**config.mk**
```make
export PLATFORM = sky130hd
export DESIGN_NAME = bit_serializer
export DESIGN_NICKNAME = d
export VERILOG_FILES = /design/src/rtl/bit_serializer.sv
export SDC_FILE = /design/constraint.sdc
export NUM_CORES = 1
export LEC_CHECK = 0
export BUFFER_PORTS_ARGS = -buffer_cell sky130_fd_sc_hd__buf_2
export CORE_ASPECT_RATIO = 0.9
export CORE_MARGIN = 2
export CORE_UTILIZATION = 38
export CTS_BUF_LIST = sky130_fd_sc_hd__clkbuf_8
export CTS_CLUSTER_SIZE = 20
export DETAILED_ROUTE_END_ITERATION = 12
export MAX_ROUTING_LAYER = met4
export RECOVER_POWER = 100
export SYNTH_ARGS = -nofsm -noshare
export SYNTH_HDL_FRONTEND = slang
export SYNTH_SLANG_ARGS = --single-unit
```
**constraint.sdc**
```tcl
create_clock -name clk -period 2.5 [get_ports clk]
set_input_delay 0.5 -clock clk [delete_from_list [all_inputs] [get_ports clk]]
set_output_delay 0.5 -clock clk [all_outputs]
set_load 0.005 [all_outputs]
```
**src/rtl/bit_serializer.sv**
```systemverilog
// Parallel-to-serial front end: one-word holding buffer feeding a shift register, one bit per clk.
// Optional `SERIALIZER_PARITY_EN appends an even-parity bit after each word's data bits.
module bit_serializer #(
  parameter int unsigned WIDTH      = 8,
  parameter bit          LSB_FIRST  = 1'b0,
  parameter bit          IDLE_LEVEL = 1'b0
) (
  input  logic             clk,
  input  logic             reset,
  input  logic [WIDTH-1:0] data_in,
  input  logic             data_valid,
  output logic             data_ready,
  output logic             ser_out,
  output logic             ser_valid,
  output logic             frame_start,
  output logic             busy
);

  localparam int unsigned CntW = $clog2(WIDTH + 1);
  localparam logic [CntW-1:0] LastCnt = CntW'(WIDTH - 1);

`ifdef SERIALIZER_PARITY_EN
  typedef enum logic [1:0] {StIdle, StShift, StParity} state_e;
`else
  typedef enum logic [0:0] {StIdle, StShift} state_e;
`endif

  state_e           state_q, state_d;
  logic [WIDTH-1:0] hold_q, hold_d;
  logic             hold_full_q, hold_full_d;
  logic [WIDTH-1:0] shift_q, shift_d;
  logic [CntW-1:0]  bit_cnt_q, bit_cnt_d;
  logic             ser_out_q, ser_out_d;
  logic             ser_valid_q, ser_valid_d;
  logic             frame_start_q, frame_start_d;
`ifdef SERIALIZER_PARITY_EN
  logic             parity_q, parity_d;
`endif

  logic accept;
  logic load;
  logic cur_bit_d;

  // Accept and load are mutually exclusive via hold_full_q, so there is no bypass path.
  assign accept = data_valid && !hold_full_q;

  always_comb begin
    state_d     = state_q;
    hold_d      = hold_q;
    hold_full_d = hold_full_q;
    shift_d     = shift_q;
    bit_cnt_d   = bit_cnt_q;
    load        = 1'b0;
`ifdef SERIALIZER_PARITY_EN
    parity_d    = parity_q;
`endif

    unique case (state_q)
      StIdle: begin
        bit_cnt_d = '0;
        load      = hold_full_q;
      end
      StShift: begin
        shift_d   = LSB_FIRST ? (shift_q >> 1) : (shift_q << 1);
        bit_cnt_d = bit_cnt_q + CntW'(1);
        if (bit_cnt_q == LastCnt) begin
`ifdef SERIALIZER_PARITY_EN
          state_d = StParity;
`else
          load      = hold_full_q;
          state_d   = StIdle;
          bit_cnt_d = '0;
`endif
        end
      end
`ifdef SERIALIZER_PARITY_EN
      StParity: begin
        load      = hold_full_q;
        state_d   = StIdle;
        bit_cnt_d = '0;
      end
`endif
      default: state_d = StIdle;
    endcase

    if (load) begin
      shift_d     = hold_q;
      bit_cnt_d   = '0;
      state_d     = StShift;
      hold_full_d = 1'b0;
`ifdef SERIALIZER_PARITY_EN
      parity_d    = ^hold_q;
`endif
    end

    if (accept) begin
      hold_d      = data_in;
      hold_full_d = 1'b1;
    end
  end

  // Output flops are computed from next state so ser_out lines up with state_q.
  always_comb begin
    cur_bit_d     = LSB_FIRST ? shift_d[0] : shift_d[WIDTH-1];
    ser_valid_d   = (state_d != StIdle);
    frame_start_d = load;
    ser_out_d     = IDLE_LEVEL;
    if (state_d == StShift) begin
      ser_out_d = cur_bit_d;
    end
`ifdef SERIALIZER_PARITY_EN
    if (state_d == StParity) begin
      ser_out_d = parity_d;
    end
`endif
  end

  always_ff @(posedge clk) begin
    if (reset) begin
      state_q       <= StIdle;
      hold_q        <= '0;
      hold_full_q   <= 1'b0;
      shift_q       <= '0;
      bit_cnt_q     <= '0;
      ser_out_q     <= IDLE_LEVEL;
      ser_valid_q   <= 1'b0;
      frame_start_q <= 1'b0;
`ifdef SERIALIZER_PARITY_EN
      parity_q      <= 1'b0;
`endif
    end else begin
      state_q       <= state_d;
      hold_q        <= hold_d;
      hold_full_q   <= hold_full_d;
      shift_q       <= shift_d;
      bit_cnt_q     <= bit_cnt_d;
      ser_out_q     <= ser_out_d;
      ser_valid_q   <= ser_valid_d;
      frame_start_q <= frame_start_d;
`ifdef SERIALIZER_PARITY_EN
      parity_q      <= parity_d;
`endif
    end
  end

  assign data_ready  = !hold_full_q;
  assign ser_out     = ser_out_q;
  assign ser_valid   = ser_valid_q;
  assign frame_start = frame_start_q;
  assign busy        = (state_q != StIdle) || hold_full_q;

endmodule

```
**After elaboration in Yosys (flattened, before gate mapping)**

Cells that the tools add are included.

- Flip-flop bits (word level): 24
- Output and inout port bits: 5

- Add/subtract/negate cells: 1
- Eq/ne operators: 1
- Muxes and demuxes: 11
- Bitwise operators: 2
- Reductions and logical operators: 7

Operators with widths:

| cell | count |
|---|---|
| 8-bit two-way mux | 2 |
| 4-bit one-hot mux with 2 select lines | 1 |
| 1-bit two-way mux | 6 |
| 4-bit by 1-bit adder with 4-bit output, second input constant | 1 |
| 4-bit by 3-bit equality test with 1-bit output, second input constant | 1 |
| 4-bit two-way mux | 1 |
| 2-bit nonzero test | 2 |
| 2-bit OR reduction | 2 |
| 1-bit inverter | 2 |
| 1-bit one-hot mux with 2 select lines | 1 |
| 1-bit logical AND | 1 |
| 1-bit zero test | 1 |
| 1-bit logical OR | 1 |

**Longest topological paths before layout**

Gate-level depths: netlist (run 1).

- Depth after elaboration: 6
- Mapped depth: 5
- Gate-level depth less buffers: 4

**Worst setup path after synthesis (run 1)**

Ideal clock, no wire load.

- Path type: register to register
- Start: register bit_cnt_q[0]
- End: register shift_q[3]
- Setup time: 0.122 ns
- Arrival time: 1.161 ns
- Path slack: 1.217 ns
- Stages on the path, launching flop included: 5
- Period minus slack after synthesis: 1.283 ns
- Cells stage by stage: dfxtp_1 > ha_1 > and3b_1 > a21oi_1 > a221o_1

- Longest elaborated chain between the ends: 4
- Elaborated cells on any way between the ends: 5
- Classes of those cells: eq/ne (1); mux (3); reduce/logical (1)

Ends and longest elaborated chain:

| what | RTL line | RTL |
|---|---|---|
| from (decl) | 32 | `logic [CntW-1:0] bit_cnt_q, bit_cnt_d;` |
| from (signal assigned) | 136 | `bit_cnt_q <= bit_cnt_d;` |
| 4-bit by 3-bit equality test with 1-bit output (*) | 66 | `if (bit_cnt_q == LastCnt) begin` |
| 1-bit two-way mux (*) | 66 |  |
| 1-bit one-hot mux with 2 select lines (*) | 58 | `unique case (state_q)` |
| 8-bit two-way mux or 2-bit nonzero test (tied branches) | -- |  |
| to (signal assigned) | 135 | `shift_q <= shift_d;` |
| to (decl) | 31 | `logic [WIDTH-1:0] shift_q, shift_d;` |

Every way passes the cells marked *; elsewhere a longest branch is shown, timed or not.
A chain may end at the register's enable or synchronous reset.

**Worst setup path in the final report (run 1)**

Same ends and word-level chain as after synthesis.

==> results.json, run 1 <==
{
  "layout-drive-gt1-share_pct": 16.4,
  "slowest_stage": "a211oi_1",
  "rsz0062_at_grt": "no",
  "ys_ff_latch": 23,
  "fmax_mhz": 572,
  "rows": 16,
  "postSynthCellCount": 97,
  "cts_buffers": 3,
  "synth.avg_cell_area_sq_um": 9.20,
  "p_sw_share_pct": 24.6,
  "via_per_inst": 5.03,
  "timing.final.crit_share_pct": 69.9,
  "slew_violations": 0,
  "hold_depth": 1,
  "r2r_start": "bit_cnt_q[0]$_SDFF_PP0_",
  "area_growth_pct": 11.2,
  "leakagePower_nw": 0.397,
  "setup.worst_path.start_class": "flop",
  "grt_antenna_before_repair": 0,
  "n_fill_cell": 234,
  "skew_ns": 0.00216,
  "p_comb_share_pct": 8.7,
  "slowest_delay_ns": 0.68,
  "vias": 689,
  "grt_util_all_layers_pct": 15.3,
  "finalSetupViolCount": 0,
  "first_pass_iters": 4,
  "dp_cells": 133,
  "peakVddDrop_mv": 0.560,
  "yosysWarningCount": 0,
  "clock_path_buffers": 2,
  "core_sq_mm": 0.00220,
  "intPower_uw": 523,
  "clk_pin_slew_worst_paths_ns": 0.08,
  "synthesis.area_sq_um": 892,
  "grt_pass1_wl_microns": 2840,
  "maxCapViolations": 0,
  "synth_cell_types": 24,
  "wire_per_inst_microns": 12.8,
  "post_cts_resized": 0,
  "end_kind": "flop",
  "worstPathMaxFanout": 6,
  "start_util_pct": 40.5,
  "power_uw": 694,
  "finalHoldViolations": 0,
  "htreeDepth": 1,
  "grt_max_degree": 17,
  "p_switching_uw": 171,
  "diodes": 0,
  "gp_congestion": 0.828,
  "critPathBufInv": 0,
  "arrival_ns": 1.96,
  "worst_pin_slew_ns": 0.717,
  "r2r_cells": 4,
  "first_iter_violations": 8,
  "clk_latency_ns": 0.27,
  "syn_nets": 109,
  "die_area_sq_mm": 0.00275,
  "crit_family": "compound AO/OA/AOI/OAI gates",
  "whs_ns": 0.448,
  "die_h_microns": 50.0,
  "cts_tree": "done",
  "portBuffers": 15,
  "final_nets": 123,
  "ioPinCount": 16,
  "grt_pass1_vias": 645,
  "startpoint": "bit_cnt_q[0]$_SDFF_PP0_",
  "drt_wl_total_microns": 1750,
  "hold_path.class": "reg -> reg",
  "ant_nets": 0,
  "status": "finished clean",
  "grt.overflow.total": 0,
  "crit_cells": 4,
  "power.density_mw_per_mm2": 700,
  "dp_hpwl_microns": 1260,
  "final_cells": 137,
  "fin_tns_setup_ns": 0,
  "die_x_microns": 55.1,
  "drc": 0,
  "holdBufCountCts": 0,
  "cts_root_buf": "clkbuf_8",
  "seqPwrFrac_pct": 57.9,
  "slew_headroom_pct": 51.9,
  "crit_chain": "ha_1, nand3b_1, a211oi_1, a221o_1",
  "finalCoreUtilization_pct": 45.1,
  "seq_area_frac_synth_pct": 51.6,
  "p_clk_share_pct": 33.5,
  "hp-start": "bit_cnt_q[0]$_SDFF_PP0_",
  "clock_sinks": 23,
  "required_ns": 2.71,
  "post-cts-setup-buffers": 0,
  "critPathKind": "reg -> reg",
  "period_needed_ns": 1.75
}
-- metal layers --
metal  share of wire (%)  vias up  track usage, %
met5                   0        -               -
met4                 2.2        0            5.28
met3                 7.1        6            7.27
met2                  39       23            19.8
met1                  52      304            20.5
li1                    -      356               -
-- worst paths after layout --
check / to / slack [ns]
setup / recovery: shift_q[3]$_SDFFE_PP0P_ / 0.75
hold / removal: bit_cnt_q[0]$_SDFF_PP0_ / 0.45
setup reg to reg: shift_q[3]$_SDFFE_PP0P_ / 0.75
hold reg to reg: bit_cnt_q[0]$_SDFF_PP0_ / 0.45
-- cell usage after synthesis --
| library cell | count | share of area, % |
|---|---|---|
| nand3_1 | 3 | 1.7 |
| xor2_1 | 1 | 0.98 |
| buf_2 | 3 | 1.7 |
| dfxtp_1 | 23 | 52 |
| inv_1 | 3 | 1.3 |
| ha_1 | 1 | 1.4 |
| nand3b_4 | 1 | 2.2 |
| and2_1 | 4 | 2.8 |
| nor2_1 | 6 | 2.5 |
| and3b_1 | 1 | 0.98 |
| a211oi_4 | 1 | 2.2 |
| nor2b_1 | 1 | 0.70 |
| o21ai_1 | 1 | 0.56 |
| nor3_1 | 3 | 1.7 |
| o21ai_0 | 2 | 1.1 |
| o221a_2 | 2 | 2.5 |
| a221o_1 | 4 | 4.5 |
| xnor2_1 | 1 | 0.98 |
| a22o_1 | 1 | 0.98 |
| nand2b_1 | 3 | 2.1 |
| nand2_1 | 17 | 7.2 |
| a21oi_1 | 11 | 6.2 |
| o211ai_1 | 1 | 0.84 |
| clkbuf_1 | 3 | 1.3 |
-- kinds of logic (layout without fill, tap and decap cells) --
family	after synthesis	in the layout	share of synthesized area (%)
buffers and inverters	9	22	4.21
AO/OA/AOI/OAI	23	23	18.9
adder cells (fa/ha/maj)	1	1	1.40
XOR/XNOR	2	2	1.96
flip-flops	23	23	51.6
AND/OR/NAND/NOR	39	39	21.9
-- power groups by stage --
stage / sequential (mW) / clock [mW] / combinational, mW
2_1_floorplan: 0.401 / 0 / 0.0507
3_3_place_gp: 0.410 / 0 / 0.0615
3_5_place_dp: 0.411 / 0 / 0.0627
4_1_cts: 0.402 / 0.235 / 0.0628
5_1_grt: 0.405 / 0.251 / 0.0693
6_report: 0.402 / 0.232 / 0.0601
-- cells in the final DEF (no fill, tap or decap), types with 4 or more instances in the layout --
master    n
dfxtp_1  23
nand2_1  17
buf_2    12
a21oi_1  11
nor2_1    6
and2_1    4
a221o_1   4
-- flip-flops by register name (all words and copies together) (netlist names) --
signal	flops
hold_q	8
shift_q	7
bit_cnt_q	4
frame_start	1
hold_full_q	1
ser_out	1
ser_valid	1
-- metrics by stage --
stage,setup slack (ns),instance area (sq um)
5_1_grt,0.608,992
3_3_place_gp,1.02,975
3_5_place_dp,0.986,975
6_report,0.752,992
2_1_floorplan,1.22,892
4_1_cts,0.847,1020
-- final cells by class --
class / instances / area [sq um] / share of cell area (%)
Tap cell: 27 / 33.8 / 3.40
Clock buffer: 3 / 41.3 / 4.16
Inverter: 3 / 11.3 / 1.13
Sequential cell: 23 / 460 / 46.4
Multi-Input combinational cell: 65 / 369 / 37.2
Timing Repair Buffer: 15 / 71.3 / 7.19
Clock inverter: 1 / 5.00 / 0.504
(Power assumes the default switching activity.)
==> run 2, diff against run 1 <==
==> constraint.sdc (replaced) <==
create_clock -name clk -period 1.7 [get_ports clk]
set_input_delay 0.34 -clock clk [delete_from_list [all_inputs] [get_ports clk]]
set_output_delay 0.34 -clock clk [all_outputs]
set_load 0.005 [all_outputs]
==> run 2 against run 1 <==
- clock skew increased by 0.0022 ns
- largest cell class unchanged
- cell area grew 2.4%
- hold slack got worse by 0.14 ns
==> results.json, run 2 (synthesis results as in run 1) <==
{
  "status": "finished clean",
  "slowest_stage": "dfxtp_1",
  "largest_reg_flops": 8,
  "slew_violations": 0,
  "hold_path.class": "in -> reg",
  "power.density_mw_per_mm2": 990,
  "power_mw": 1.01,
  "critPathKind": "reg -> out",
  "finalHoldViolations": 0,
  "fin_tns_setup_ns": 0,
  "post-cts-setup-buffers": 0,
  "cts_buffers": 3,
  "place_ws_ns": 0.313,
  "grt_antenna_before_repair": 0,
  "r2r_cells": 4,
  "holdBufCountCts": 0,
  "first_pass_iters": 4,
  "drt_wl_total_microns": 1650,
  "clock_path_buffers": 2,
  "timing.final.crit_share_pct": 85.2,
  "worst_pin_slew_ns": 0.516,
  "worstPathMaxFanout": 10,
  "post_cts_resized": 0,
  "layout-drive-gt1-share_pct": 18.0,
  "finalSetupViolCount": 0,
  "period_needed_ns": 1.45,
  "rsz0062_at_grt": "no",
  "cts_root_buf": "clkbuf_8",
  "dp_cells": 134,
  "cts_tree": "done",
  "clk_latency_ns": 0.26,
  "via_per_inst": 5.00,
  "final_cell_mix": "dfxtp_1 (23), nand2_1 (17), buf_2 (12)",
  "start_util_pct": 40.5,
  "final_common_cell": "dfxtp_1",
  "final_cells": 138,
  "end_kind": "output pin",
  "ant_nets": 0,
  "final_nets": 124,
  "die_h_microns": 50.0,
  "skew_ns": 0.00438,
  "clk_pin_slew_worst_paths_ns": 0.08,
  "rows": 16,
  "portBuffers": 15,
  "htreeDepth": 1,
  "grt.overflow.total": 0,
  "dp_hpwl_microns": 1210,
  "grt_util_all_layers_pct": 14.4,
  "gp_congestion": 0.797,
  "diodes": 0,
  "fmax_mhz": 690,
  "reg_top3": "hold_q (8), shift_q (7), bit_cnt_q (4)",
  "grt_max_degree": 13,
  "grt_pass1_vias": 602,
  "first_iter_violations": 10,
  "maxCapViolations": 0,
  "die_x_microns": 55.1,
  "grt_pass1_wl_microns": 2700,
  "die_area_sq_mm": 0.00275,
  "slowest_delay_ns": 0.50,
  "leakagePower_nw": 0.444,
  "vias": 690,
  "required_ns": 1.36,
  "top_register": "hold_q",
  "hold_depth": 3,
  "setup.worst_path.start_class": "flop",
  "crit_chain": "inv_1, nand2_1, buf_2",
  "arrival_ns": 1.11,
  "worst_slack_ns": 0.251,
  "ioPinCount": 16,
  "wire_per_inst_microns": 11.9,
  "area_growth_pct": 13.9,
  "drc": 0,
  "core_sq_mm": 0.00220,
  "peakVddDrop_mv": 0.615,
  "slew_headroom_pct": 65.5,
  "clock_sinks": 23
}
run 2: metrics by stage:
| stage | util [%] | cell area (sq um) | hold slack (ns) |
|---|---|---|---|
| 4_1_cts | 46.6 | 1030 | 0.305 |
| 6_report | 46.1 | 1020 | 0.304 |
| 5_1_grt | 46.1 | 1020 | 0.304 |
| 3_5_place_dp | 44.6 | 982 | 0.444 |
| 3_3_place_gp | 44.6 | 982 | 0.432 |
| 2_1_floorplan | - | 892 | 0.418 |
run 2: final timing paths:
| path | slack [ns] | endpoint | start |
|---|---|---|---|
| max reg2reg | 0.27 | shift_q[3]$_SDFFE_PP0P_ | bit_cnt_q[0]$_SDFF_PP0_ |
| max | 0.25 | busy | hold_full_q$_SDFFE_PP0P_ |
| min | 0.30 | hold_q[3]$_SDFFE_PP0P_ | data_in[3] |
| min reg2reg | 0.45 | bit_cnt_q[0]$_SDFF_PP0_ | bit_cnt_q[0]$_SDFF_PP0_ |
run 2: where the power goes:
group	internal (mW)	total [mW]	leakage [nW]	switching [mW]
Clock	0.161	0.325	0.0269	0.164
Combinational	0.0420	0.0920	0.229	0.0501
Sequential	0.566	0.589	0.188	0.0227
run 2: final cells by class:
class                   instances  area, sq um
clock buffers                   3         41.3
clock inverters                 1         3.75
fillers                       230         1190
inverters                       3         11.3
multi-input cells              65          387
flip-flops and latches         23          460
well taps                      27         33.8
repair buffers                 16         78.8
run 2: worst max-delay path: cells and delay by family, from the launching register on:
family | cells | cell delay [ns]
buffers and inverters | 2 | 0.26
DFF | 1 | 0.50
and+or+nand+nor | 1 | 0.08
run 2: routing by layer:
layer	wire (microns)	global-route usage [%]	up-vias
met5	0	-	-
met4	49	8.54	0
met3	86	3.64	4
met2	617	16.7	16
met1	892	21.7	309
li1	-	-	361
==> run 3, diff against run 2 <==
--- a/config.mk
+++ b/config.mk
@@ -7,11 +7,11 @@
 export LEC_CHECK = 0
 export BUFFER_PORTS_ARGS = -buffer_cell sky130_fd_sc_hd__buf_2
 export CORE_ASPECT_RATIO = 0.9
-export CORE_MARGIN = 2
 export CORE_UTILIZATION = 38
 export CTS_BUF_LIST = sky130_fd_sc_hd__clkbuf_8
 export CTS_CLUSTER_SIZE = 20
 export DETAILED_ROUTE_END_ITERATION = 12
+export HOLD_SLACK_MARGIN = 0.06
 export MAX_ROUTING_LAYER = met4
 export RECOVER_POWER = 100
 export SYNTH_ARGS = -nofsm -noshare
==> run 3 against run 2 <==
- clock power fell by 2%
- utilization is 0.28 points lower
- global-route usage increased by 0.93 points
- via count grew 0.14%
- clock-buffer cell count unchanged
- sequential cell count unchanged
- die area is 7.5% lower
- non-clock buffer count stayed put
- largest cell class unchanged
- largest power group unchanged
- highest routed layer unchanged
==> results.json, run 3 (synthesis results as in run 1) <==
{
  "worst_pin_slew_ns": 0.499,
  "portBuffers": 15,
  "first_pass_iters": 4,
  "grt_util_all_layers_pct": 15.3,
  "wire_per_inst_microns": 12.4,
  "ant_nets": 0,
  "timing.final.crit_share_pct": 87.3,
  "slew_headroom_pct": 66.7,
  "drc": 0,
  "slew_violations": 0,
  "area_growth_pct": 13.2,
  "cts_root_buf": "clkbuf_8",
  "intPower_uw": 769,
  "period_needed_ns": 1.48,
  "crit_family": "flip-flops",
  "worst_slack_ns": 0.216,
  "grt_pass1_wl_microns": 2550,
  "cts_buffers": 3,
  "leakagePower_nw": 0.403,
  "arrival_ns": 1.14,
  "critPathBufInv": 2,
  "critPathKind": "reg -> out",
  "p_switching_uw": 234,
  "holdBufCountCts": 0,
  "n_fill_cell": 239,
  "rsz0062_at_grt": "no",
  "dp_hpwl_microns": 1310,
  "worstPathMaxFanout": 10,
  "finalHoldViolations": 0,
  "start_util_pct": 40.5,
  "p_clk_share_pct": 31.7,
  "layout-drive-gt1-share_pct": 16.2,
  "setup.worst_path.start_class": "flop",
  "reg_top3": "hold_q (8), shift_q (7), bit_cnt_q (4)",
  "first_iter_violations": 27,
  "die_area_sq_mm": 0.00255,
  "seqPwrFrac_pct": 59.0,
  "end_kind": "output pin",
  "fmax_mhz": 674,
  "place_ws_ns": 0.285,
  "final_common_cell": "dfxtp_1",
  "clock_sinks": 23,
  "cts_tree": "done",
  "post_cts_resized": 0,
  "gp_congestion": 0.847,
  "grt_antenna_before_repair": 0,
  "crit_chain": "inv_1, nand2_1, clkbuf_1",
  "clk_pin_slew_worst_paths_ns": 0.08,
  "htreeDepth": 1,
  "drt_wl_total_microns": 1710,
  "skew_ns": 0.00119,
  "maxCapViolations": 0,
  "via_per_inst": 5.01,
  "power.density_mw_per_mm2": 993,
  "die_h_microns": 48.0,
  "clock_path_buffers": 2,
  "vias": 691,
  "p_comb_share_pct": 9.3,
  "required_ns": 1.36,
  "rows": 16,
  "top_register": "hold_q",
  "largest_reg_flops": 8,
  "slowest_delay_ns": 0.56,
  "final_cell_mix": "dfxtp_1 (23), nand2_1 (17), a21oi_1 (11), buf_2 (11), nor2_1 (6)",
  "peakVddDrop_mv": 0.501,
  "slowest_stage": "dfxtp_1",
  "fin_tns_setup_ns": 0,
  "grt_pass1_vias": 566,
  "final_nets": 124,
  "clk_latency_ns": 0.25,
  "hold_path.class": "in -> reg",
  "die_x_microns": 53.1,
  "status": "finished clean",
  "p_sw_share_pct": 23.3,
  "finalSetupViolCount": 0,
  "grt_max_degree": 13,
  "core_sq_mm": 0.00220,
  "post-cts-setup-buffers": 0,
  "ioPinCount": 16,
  "grt.overflow.total": 0,
  "diodes": 0
}
[run 3: cell types whose count changed in the layout (fill, tap and decap cells not counted)]
cell / change
clkbuf_1: +1
nand3b_1: +1
a211oi_4: +1
buf_2: -1
a211oi_2: -1
nand3b_4: -1
[run 3: power groups by stage]
stage	Clock, mW	Combinational, mW	Sequential (mW)
final	0.318	0.0932	0.591
after CTS	0.327	0.0957	0.590
after floorplan	0	0.0746	0.589
after global placement	0	0.0932	0.602
after detailed placement	0	0.0950	0.603
after global routing	0.357	0.107	0.595
[run 3: through the flow]
step	area (sq um)	power (mW)	hold slack (ns)	utilization [%]	std cells
finish	1010	1.00	0.315	45.9	138
detailed placement	982	0.698	0.439	44.6	134
global placement	982	0.695	0.430	44.6	134
global route	1010	1.06	0.311	45.9	138
floorplan	892	0.664	0.418	-	97
CTS	1030	1.01	0.311	46.6	138
[run 3: worst register-to-register path: stages, from the launching register on]
cell	delay, ns
dfxtp_1	0.35
ha_1	0.21
nand3b_1	0.23
a211oi_4	0.41
a221o_1	0.21
[run 3: layout make-up]
class	instances	area, sq um	area share, %
clock inverters	1	3.75	0.372
clock buffers	3	41.3	4.09
flip-flops and latches	23	460	45.6
repair buffers	16	77.6	7.68
well taps	27	33.8	3.35
multi-input cells	65	382	37.8
inverters	3	11.3	1.12
[run 3: final timing paths]
path	startpoint	cells past startpoint	end	slack, ns
max	ser_valid$_SDFF_PP0_	3	busy	0.22
min	data_in[0]	3	hold_q[0]$_SDFFE_PP0P_	0.31
max reg2reg	bit_cnt_q[0]$_SDFF_PP0_	4	shift_q[1]$_SDFFE_PP0P_	0.23
min reg2reg	bit_cnt_q[0]$_SDFF_PP0_	1	bit_cnt_q[0]$_SDFF_PP0_	0.45
[run 3: metal layers]
layer	vias up	global-route usage [%]	part of all wire [%]
li1	362	-	-
met1	304	19.5	49
met2	21	20.8	44
met3	4	5.08	5.7
met4	0	9.47	1.1
met5	-	-	0
